<file path="src/rtl/sample_msg_combiner_pkg.sv">
// Shared message definitions: header length field width, its extraction, and output FSM states.
package sample_msg_combiner_pkg;

    localparam int MSG_LENGTH_WIDTH = 8;
    localparam int MSG_MAX_WIDTH    = 64;

    typedef enum logic {
        IDLE,
        IN_MSG
    } out_state_e;

    // Length sits just below the header flag: hdr[width-2 -: MSG_LENGTH_WIDTH].
    function automatic logic [MSG_LENGTH_WIDTH-1:0] msg_length(
        input logic [MSG_MAX_WIDTH-1:0] hdr,
        input int                       width
    );
        return MSG_LENGTH_WIDTH'(hdr >> (width - 1 - MSG_LENGTH_WIDTH));
    endfunction

endpackage

</file>
<file path="src/rtl/sample_msg_fifo.sv">
// Synchronous FIFO with combinational read port so a word can be popped the cycle after it is written.
module sample_msg_fifo #(
    parameter int WIDTH = 32,
    parameter int DEPTH = 16
) (
    input  logic             clk,
    input  logic             rst_n,
    input  logic             wr_en_i,
    input  logic [WIDTH-1:0] wr_data_i,
    input  logic             rd_en_i,
    output logic [WIDTH-1:0] rd_data_o,
    output logic             empty_o,
    output logic             full_o
);
    localparam int PTR_W = $clog2(DEPTH);
    localparam int CNT_W = PTR_W + 1;

    logic [WIDTH-1:0] mem [DEPTH];
    logic [PTR_W-1:0] wr_ptr_q, wr_ptr_d;
    logic [PTR_W-1:0] rd_ptr_q, rd_ptr_d;
    logic [CNT_W-1:0] count_q, count_d;
    logic             do_rd;
    logic             do_wr;

    assign empty_o   = (count_q == '0);
    assign full_o    = (count_q == CNT_W'(DEPTH));
    assign rd_data_o = mem[rd_ptr_q];

    // A write into a full FIFO still lands when the same cycle frees a slot.
    assign do_rd = rd_en_i && !empty_o;
    assign do_wr = wr_en_i && (!full_o || do_rd);

    always_comb begin
        wr_ptr_d = wr_ptr_q;
        rd_ptr_d = rd_ptr_q;
        count_d  = count_q;
        if (do_wr) wr_ptr_d = wr_ptr_q + 1'b1;
        if (do_rd) rd_ptr_d = rd_ptr_q + 1'b1;
        case ({do_wr, do_rd})
            2'b10:   count_d = count_q + 1'b1;
            2'b01:   count_d = count_q - 1'b1;
            default: count_d = count_q;
        endcase
    end

    always_ff @(posedge clk) begin
        if (do_wr) mem[wr_ptr_q] <= wr_data_i;
    end

    always_ff @(posedge clk) begin
        if (!rst_n) begin
            wr_ptr_q <= '0;
            rd_ptr_q <= '0;
            count_q  <= '0;
        end else begin
            wr_ptr_q <= wr_ptr_d;
            rd_ptr_q <= rd_ptr_d;
            count_q  <= count_d;
        end
    end

endmodule

</file>
<file path="src/rtl/sample_msg_combiner.sv">
// Merges a sample stream and a framed message stream into one output, never splitting a message.
// Optional input protocol checker enabled by SAMPLE_MSG_COMBINER_CHECK_EN.
module sample_msg_combiner
    import sample_msg_combiner_pkg::*;
#(
    parameter int WIDTH            = 32,
    parameter int SAMPLE_BUF_DEPTH = 16,
    parameter int MSG_BUF_DEPTH    = 16
) (
    input  logic             clk,
    input  logic             rst_n,
    input  logic [WIDTH-1:0] in_samples,
    input  logic             in_samples_nd,
    input  logic [WIDTH-1:0] in_msg,
    input  logic             in_msg_nd,
    output logic [WIDTH-1:0] out_data,
    output logic             out_nd,
    output logic             error
);
    logic [WIDTH-1:0]            smp_rd_data;
    logic                        smp_empty, smp_full, smp_rd;
    logic [WIDTH-1:0]            msg_rd_data;
    logic                        msg_empty, msg_full, msg_rd;
    logic [MSG_LENGTH_WIDTH-1:0] hdr_len;

    out_state_e                  state_q, state_d;
    logic [MSG_LENGTH_WIDTH-1:0] remaining_q, remaining_d;
    logic [WIDTH-1:0]            out_data_q, out_data_d;
    logic                        out_nd_q, out_nd_d;
    logic                        error_q, error_d;
    logic                        overflow;
    logic                        proto_err;

    sample_msg_fifo #(.WIDTH(WIDTH), .DEPTH(SAMPLE_BUF_DEPTH)) u_smp_fifo (
        .clk       (clk),
        .rst_n     (rst_n),
        .wr_en_i   (in_samples_nd),
        .wr_data_i (in_samples),
        .rd_en_i   (smp_rd),
        .rd_data_o (smp_rd_data),
        .empty_o   (smp_empty),
        .full_o    (smp_full)
    );

    sample_msg_fifo #(.WIDTH(WIDTH), .DEPTH(MSG_BUF_DEPTH)) u_msg_fifo (
        .clk       (clk),
        .rst_n     (rst_n),
        .wr_en_i   (in_msg_nd),
        .wr_data_i (in_msg),
        .rd_en_i   (msg_rd),
        .rd_data_o (msg_rd_data),
        .empty_o   (msg_empty),
        .full_o    (msg_full)
    );

    assign hdr_len = msg_length(MSG_MAX_WIDTH'(msg_rd_data), WIDTH);

    always_comb begin
        state_d     = state_q;
        remaining_d = remaining_q;
        out_data_d  = out_data_q;
        out_nd_d    = 1'b0;
        msg_rd      = 1'b0;
        smp_rd      = 1'b0;
        case (state_q)
            IDLE: begin
                if (!msg_empty) begin
                    msg_rd      = 1'b1;
                    out_data_d  = msg_rd_data;
                    out_nd_d    = 1'b1;
                    remaining_d = hdr_len;
                    if (hdr_len != '0) state_d = IN_MSG;
                end else if (!smp_empty) begin
                    smp_rd     = 1'b1;
                    out_data_d = smp_rd_data;
                    out_nd_d   = 1'b1;
                end
            end
            IN_MSG: begin
                // Samples wait here even if the message stalls, so nothing interleaves a message.
                if (!msg_empty) begin
                    msg_rd      = 1'b1;
                    out_data_d  = msg_rd_data;
                    out_nd_d    = 1'b1;
                    remaining_d = remaining_q - 1'b1;
                    if (remaining_q == MSG_LENGTH_WIDTH'(1)) state_d = IDLE;
                end
            end
            default: state_d = IDLE;
        endcase
    end

    assign overflow = (in_samples_nd && smp_full && !smp_rd) ||
                      (in_msg_nd && msg_full && !msg_rd);

`ifdef SAMPLE_MSG_COMBINER_CHECK_EN
    logic [MSG_LENGTH_WIDTH-1:0] chk_rem_q, chk_rem_d;

    // Tracks how many content words the input side still owes for the current message.
    always_comb begin
        chk_rem_d = chk_rem_q;
        proto_err = 1'b0;
        if (in_samples_nd && in_samples[WIDTH-1]) proto_err = 1'b1;
        if (in_msg_nd) begin
            if (in_msg[WIDTH-1]) begin
                if (chk_rem_q != '0) proto_err = 1'b1;
                chk_rem_d = msg_length(MSG_MAX_WIDTH'(in_msg), WIDTH);
            end else if (chk_rem_q == '0) begin
                proto_err = 1'b1;
            end else begin
                chk_rem_d = chk_rem_q - 1'b1;
            end
        end
    end

    always_ff @(posedge clk) begin
        if (!rst_n) chk_rem_q <= '0;
        else        chk_rem_q <= chk_rem_d;
    end
`else
    assign proto_err = 1'b0;
`endif

    assign error_d = error_q || overflow || proto_err;

    always_ff @(posedge clk) begin
        if (!rst_n) begin
            state_q     <= IDLE;
            remaining_q <= '0;
            out_data_q  <= '0;
            out_nd_q    <= 1'b0;
            error_q     <= 1'b0;
        end else begin
            state_q     <= state_d;
            remaining_q <= remaining_d;
            out_data_q  <= out_data_d;
            out_nd_q    <= out_nd_d;
            error_q     <= error_d;
        end
    end

    assign out_data = out_data_q;
    assign out_nd   = out_nd_q;
    assign error    = error_q;

endmodule
</file>
<file path="config.mk">
export PLATFORM = sky130hd
export DESIGN_NAME = sample_msg_combiner
export DESIGN_NICKNAME = d
export VERILOG_FILES = /design/src/rtl/sample_msg_combiner_pkg.sv /design/src/rtl/sample_msg_fifo.sv /design/src/rtl/sample_msg_combiner.sv
export SDC_FILE = /design/constraint.sdc
export NUM_CORES = 1
export LEC_CHECK = 0
export ABC_AREA = 0
export CORE_ASPECT_RATIO = 0.6
export CORE_MARGIN = 2
export CORE_UTILIZATION = 46
export CTS_CLUSTER_DIAMETER = 200
export CTS_CLUSTER_SIZE = 40
export DETAILED_ROUTE_END_ITERATION = 10
export PLACE_DENSITY = 0.67
export SYNTH_ARGS = -nofsm -noshare
export SYNTH_HDL_FRONTEND = slang
export SYNTH_HIERARCHICAL = 1
export SYNTH_SLANG_ARGS = --single-unit
</file>
<file path="constraint.sdc">
create_clock -name clk -period 4.61 [get_ports clk]
set_clock_uncertainty 0.05 [all_clocks]
set_input_delay 0.922 -clock clk [delete_from_list [all_inputs] [get_ports clk]]
set_output_delay 0.922 -clock clk [all_outputs]
set_load 0.05 [all_outputs]
</file>
==> metrics.txt <==
# TYPE chip_impl_metric gauge
chip_impl_info{name="run_status",value="completed"} 1
chip_impl_metric{name="cap_viol_max_count",unit=""} 0
chip_impl_metric{name="wire_length_of_the_first_global_routing_pass",unit="mm"} 138
chip_impl_metric{name="timing.final.max_slew_violations",unit=""} 0
chip_impl_metric{name="cts-buffers-inserted",unit=""} 31
chip_impl_metric{name="dp.final_hpwl",unit="mm"} 59.3
chip_impl_metric{name="syn_inst",unit=""} 2041
chip_impl_metric{name="actual_transition_at_the_worst_max_transition_pin",unit="ns"} 1.20
chip_impl_metric{name="grt_overflow",unit=""} 0
chip_impl_info{name="nature_of_the_critical_path_endpoint",value="flop"} 1
chip_impl_metric{name="synth_largest_type_area_fraction",unit=""} 0.724
chip_impl_metric{name="die_h",unit="um"} 239
chip_impl_metric{name="cts_setup_buffers",unit=""} 0
chip_impl_metric{name="cts_resized",unit=""} 0
chip_impl_info{name="worst_hold_startpoint",value="out_data[22]$_SDFFE_PN0P_"} 1
chip_impl_metric{name="sequential_cell_area",unit="mm^2"} 0.0323
chip_impl_metric{name="max_freq",unit="MHz"} 245
chip_impl_metric{name="wl",unit="mm"} 94.3
chip_impl_metric{name="core",unit="mm^2"} 0.0916
chip_impl_metric{name="period_minus_slack",unit="ns"} 4.08
chip_impl_metric{name="area_growth_syn_to_layout",unit="%"} 8.43
chip_impl_metric{name="worst_hold_path.num_cells",unit=""} 2
chip_impl_info{name="post-synth-top-area-cell",value="sky130_fd_sc_hd__edfxtp_1"} 1
chip_impl_metric{name="multiInputGateArea",unit="mm^2"} 0.00965
chip_impl_metric{name="drt_first_pass_iters",unit=""} 6
chip_impl_info{name="worst_setup_path_start_kind",value="flop"} 1
chip_impl_metric{name="totalNegativeSetupSlack",unit="ns"} 0
chip_impl_metric{name="number_of_buffers_and_inverters_on_the_critical_path",unit=""} 2
chip_impl_metric{name="clock_insertion_delay_worst_skew",unit="ns"} 0.69
chip_impl_metric{name="finalNetCount",unit=""} 2202
chip_impl_metric{name="cell_area_after_synthesis",unit="mm^2"} 0.0425
chip_impl_info{name="critPathSlowestCell",value="sky130_fd_sc_hd__or4_1"} 1
chip_impl_metric{name="detail_route.wirelength.met1",unit="mm"} 44.3
chip_impl_metric{name="slowest_delay",unit="ns"} 0.80
chip_impl_info{name="cts_root_buffer",value="sky130_fd_sc_hd__clkbuf_16"} 1
chip_impl_metric{name="fp.dieW",unit="um"} 396
chip_impl_metric{name="final-setup-viol-count",unit=""} 0
chip_impl_metric{name="ir_drop",unit="mV"} 0.456
chip_impl_info{name="tritoncts",value="yes"} 1
chip_impl_metric{name="final_critical_path_setup_slack",unit="ns"} 0.531
chip_impl_metric{name="n_fill_cell",unit=""} 7145
chip_impl_metric{name="track_usage",unit=""} 0.198
chip_impl_info{name="synth_commonest_cells",value="sky130_fd_sc_hd__edfxtp_1, sky130_fd_sc_hd__mux4_2, sky130_fd_sc_hd__a22oi_1, sky130_fd_sc_hd__nand2_1, sky130_fd_sc_hd__dfxtp_1"} 1
chip_impl_metric{name="ys_seq_elements",unit=""} 1101
chip_impl_info{name="postSynth.topFlopCell",value="sky130_fd_sc_hd__edfxtp_1"} 1
chip_impl_metric{name="power-per-cell-area",unit="mW/mm^2"} 465
chip_impl_info{name="worstReg2RegEnd",value="u_smp_fifo/mem[1][5]$_DFFE_PP_"} 1
chip_impl_metric{name="post_cts_hold_buffer_count",unit=""} 0
chip_impl_metric{name="cts.sinks",unit=""} 1101
chip_impl_metric{name="grt_start_max_net_pins",unit=""} 89
chip_impl_metric{name="detailedRoute.firstIterationViolations",unit=""} 2480
chip_impl_metric{name="remaining_drc_errors",unit=""} 0
chip_impl_metric{name="wire_per_inst",unit="um"} 28.0
chip_impl_metric{name="dr_total_vias",unit=""} 20400
chip_impl_metric{name="antenna_found_initial",unit=""} 3
chip_impl_metric{name="biggest_fanout_along_the_worst_timing_path",unit=""} 17
chip_impl_info{name="crit_path_max_delay_family",value="simple AND/OR/NAND/NOR gates"} 1
chip_impl_metric{name="boundaryPins",unit=""} 102
chip_impl_metric{name="critical_path_arrival",unit="ns"} 4.43
chip_impl_metric{name="hold-worst-slack",unit="ns"} 0.422
chip_impl_info{name="ys_top_cells_by_area",value="sky130_fd_sc_hd__edfxtp_1, sky130_fd_sc_hd__mux4_2, sky130_fd_sc_hd__dfxtp_1"} 1
chip_impl_info{name="rsz0062_at_grt",value="false"} 1
chip_impl_info{name="hold_path_end",value="out_data[22]$_SDFFE_PN0P_"} 1
chip_impl_metric{name="max_slew_margin",unit=""} 0.198
chip_impl_metric{name="clk_transition_reported_paths",unit="ns"} 0.14
chip_impl_metric{name="post_drt_via_cell_ratio",unit=""} 6.05
chip_impl_info{name="synthMostInstantiatedCell",value="sky130_fd_sc_hd__edfxtp_1"} 1
chip_impl_metric{name="cts_max_path_buffers",unit=""} 3
chip_impl_metric{name="gp_congestion",unit=""} 0.797
chip_impl_metric{name="level_count_of_the_clock_h_tree",unit=""} 1
chip_impl_info{name="topRoutingLayerUsed",value="met5"} 1
chip_impl_metric{name="synth_enable_flop_cells",unit=""} 1024
chip_impl_metric{name="synth_area_per_cell",unit="um^2"} 20.8
chip_impl_metric{name="die_area",unit="mm^2"} 0.0948
chip_impl_metric{name="synth-async-reset-ratio",unit=""} 0
chip_impl_metric{name="period_share",unit=""} 0.885
chip_impl_metric{name="wl_met2",unit="mm"} 41.7
chip_impl_info{name="cp_cell_sequence",value="or4_1, nor2_2, nand2_1, nor2_1, buf_4, nand2b_1, o21ai_4, nor3_1, and2_2, buf_12"} 1
chip_impl_metric{name="timing.reg2reg.worst_path_depth",unit=""} 10
chip_impl_metric{name="hold_violations",unit=""} 0
chip_impl_metric{name="post-place-ws",unit="ns"} 0.649
chip_impl_metric{name="synth-seq-area-share",unit=""} 0.761
chip_impl_metric{name="leakage",unit="nW"} 14.0
chip_impl_info{name="r2r-start",value="u_msg_fifo/count_q[0]$_SDFFE_PN0P_"} 1
chip_impl_metric{name="rows",unit=""} 86
chip_impl_metric{name="yosys.cell_types.count",unit=""} 61
chip_impl_metric{name="critPathRequiredTime",unit="ns"} 4.96
chip_impl_metric{name="layout-drive-gt1-share",unit=""} 0.199
chip_impl_metric{name="yosysWarnings",unit=""} 6
chip_impl_info{name="hold_path.class",value="reg -> reg"} 1
chip_impl_metric{name="drtAntennaViolNets",unit=""} 0
chip_impl_metric{name="post_synthesis_net_count",unit=""} 2129
chip_impl_metric{name="initial_core_util",unit=""} 0.464
chip_impl_metric{name="reg2reg_setup_slack",unit="ns"} 0.53
chip_impl_metric{name="grt_pass1_vias",unit=""} 20300
chip_impl_info{name="criticalPathCategory",value="reg -> reg"} 1
chip_impl_metric{name="wl_met3",unit="mm"} 7.01
chip_impl_metric{name="port_buffers",unit=""} 101
-- worst reg2reg max path: stages, from the launching register on --
cell,delay [ns]
sky130_fd_sc_hd__dfxtp_1,0.39
sky130_fd_sc_hd__or4_1,0.80
sky130_fd_sc_hd__nor2_2,0.20
sky130_fd_sc_hd__nand2_1,0.16
sky130_fd_sc_hd__nor2_1,0.16
sky130_fd_sc_hd__buf_4,0.20
sky130_fd_sc_hd__nand2b_1,0.25
sky130_fd_sc_hd__o21ai_4,0.13
sky130_fd_sc_hd__nor3_1,0.55
sky130_fd_sc_hd__and2_2,0.63
sky130_fd_sc_hd__buf_12,0.25
-- where the power goes --
part | leakage [nW] | internal, mW | switching [mW]
Combinational | 3.64 | 2.33 | 3.27
Clock | 0.426 | 1.32 | 2.75
Sequential | 9.88 | 11.4 | 0.380
-- layer usage --
metal  global-route usage  vias to the layer above
li1                     -                     8517
met1                0.322                    11000
met2                0.292                      818
met3               0.0273                       57
met4               0.0264                        2
met5                    0                        -
-- placed cells by master, fill, tap and decap left out, drive strengths merged, types with 3 or more instances in the layout --
cell type	count
clkbuf	56
a22oi	130
nand3b	3
or4	4
mux4	256
and3	9
nor3	5
buf	52
nor2	36
ha	18
nand2b	12
clkdlybuf4s50	100
nor2b	11
xnor2	8
mux2i	41
inv	20
and2	37
nand2	121
a21oi	9
o211ai	5
o21ai	43
nand4	6
a31oi	3
nand3	7
edfxtp	1024
a211oi	4
nor4	5
o21a	7
or3	3
dfxtp	77
a311oi	6
-- final cells by class --
cell class,instances,area share
timing repair buffer,152,0.0340
inverter,18,0.00158
clock inverter,2,0.000625
multi-input combinational,810,0.210
antenna,1,0.0000544
clock buffer,56,0.0189
sequential,1101,0.702
tap,1232,0.0335
-- sequential cells by signal, summed over array words and instances (netlist names), named ones only --
| signal | flops |
|---|---|
| u_smp_fifo/mem | 512 |
| remaining_q | 8 |
| u_smp_fifo/rd_ptr_q | 4 |
| u_msg_fifo/mem | 512 |
| u_smp_fifo/wr_ptr_q | 4 |
| out_nd | 1 |
| u_msg_fifo/rd_ptr_q | 4 |
| state_q | 1 |
| error | 1 |
| u_msg_fifo/wr_ptr_q | 4 |
| u_smp_fifo/count_q | 5 |
| u_msg_fifo/count_q | 5 |
| out_data | 32 |
-- stage by stage --
stage / std cells / util / instance area [um^2] / power, mW
floorplan: 2041 / - / 42500 / 15.9
global placement: 3313 / 0.493 / 45100 / 17.4
detailed placement: 3313 / 0.493 / 45100 / 17.6
CTS: 3371 / 0.503 / 46000 / 21.6
global route: 3371 / 0.503 / 46000 / 22.3
finish: 3372 / 0.503 / 46000 / 21.4
-- cell families (layout without fill, tap and decap cells) --
kind of cell | count (synthesis) | count (layout) | synth area share
AOI/OAI and AO/OA | 222 | 222 | 0.0410
xor gates and xnor gates | 9 | 9 | 0.00186
adders and majority gates | 20 | 20 | 0.00625
buffers and inverters | 130 | 228 | 0.0141
DFF | 1101 | 1101 | 0.761
muxes | 297 | 297 | 0.146
other | 0 | 1 | 0
and+or+nand+nor | 262 | 262 | 0.0304
-- worst max path at each step --
stage	from	to	cells after the start
floorplan	u_msg_fifo/count_q[0]$_SDFFE_PN0P_	u_smp_fifo/mem[10][0]$_DFFE_PP_	11
global placement	u_msg_fifo/count_q[0]$_SDFFE_PN0P_	u_smp_fifo/mem[0][25]$_DFFE_PP_	10
detailed placement	u_msg_fifo/count_q[0]$_SDFFE_PN0P_	u_smp_fifo/mem[0][28]$_DFFE_PP_	10
CTS	u_msg_fifo/count_q[0]$_SDFFE_PN0P_	u_smp_fifo/mem[1][7]$_DFFE_PP_	10
global route	u_msg_fifo/count_q[0]$_SDFFE_PN0P_	u_smp_fifo/mem[1][7]$_DFFE_PP_	10
finish	u_msg_fifo/count_q[0]$_SDFFE_PN0P_	u_smp_fifo/mem[1][5]$_DFFE_PP_	10
Note: power is estimated with default switching activity, not from simulation.
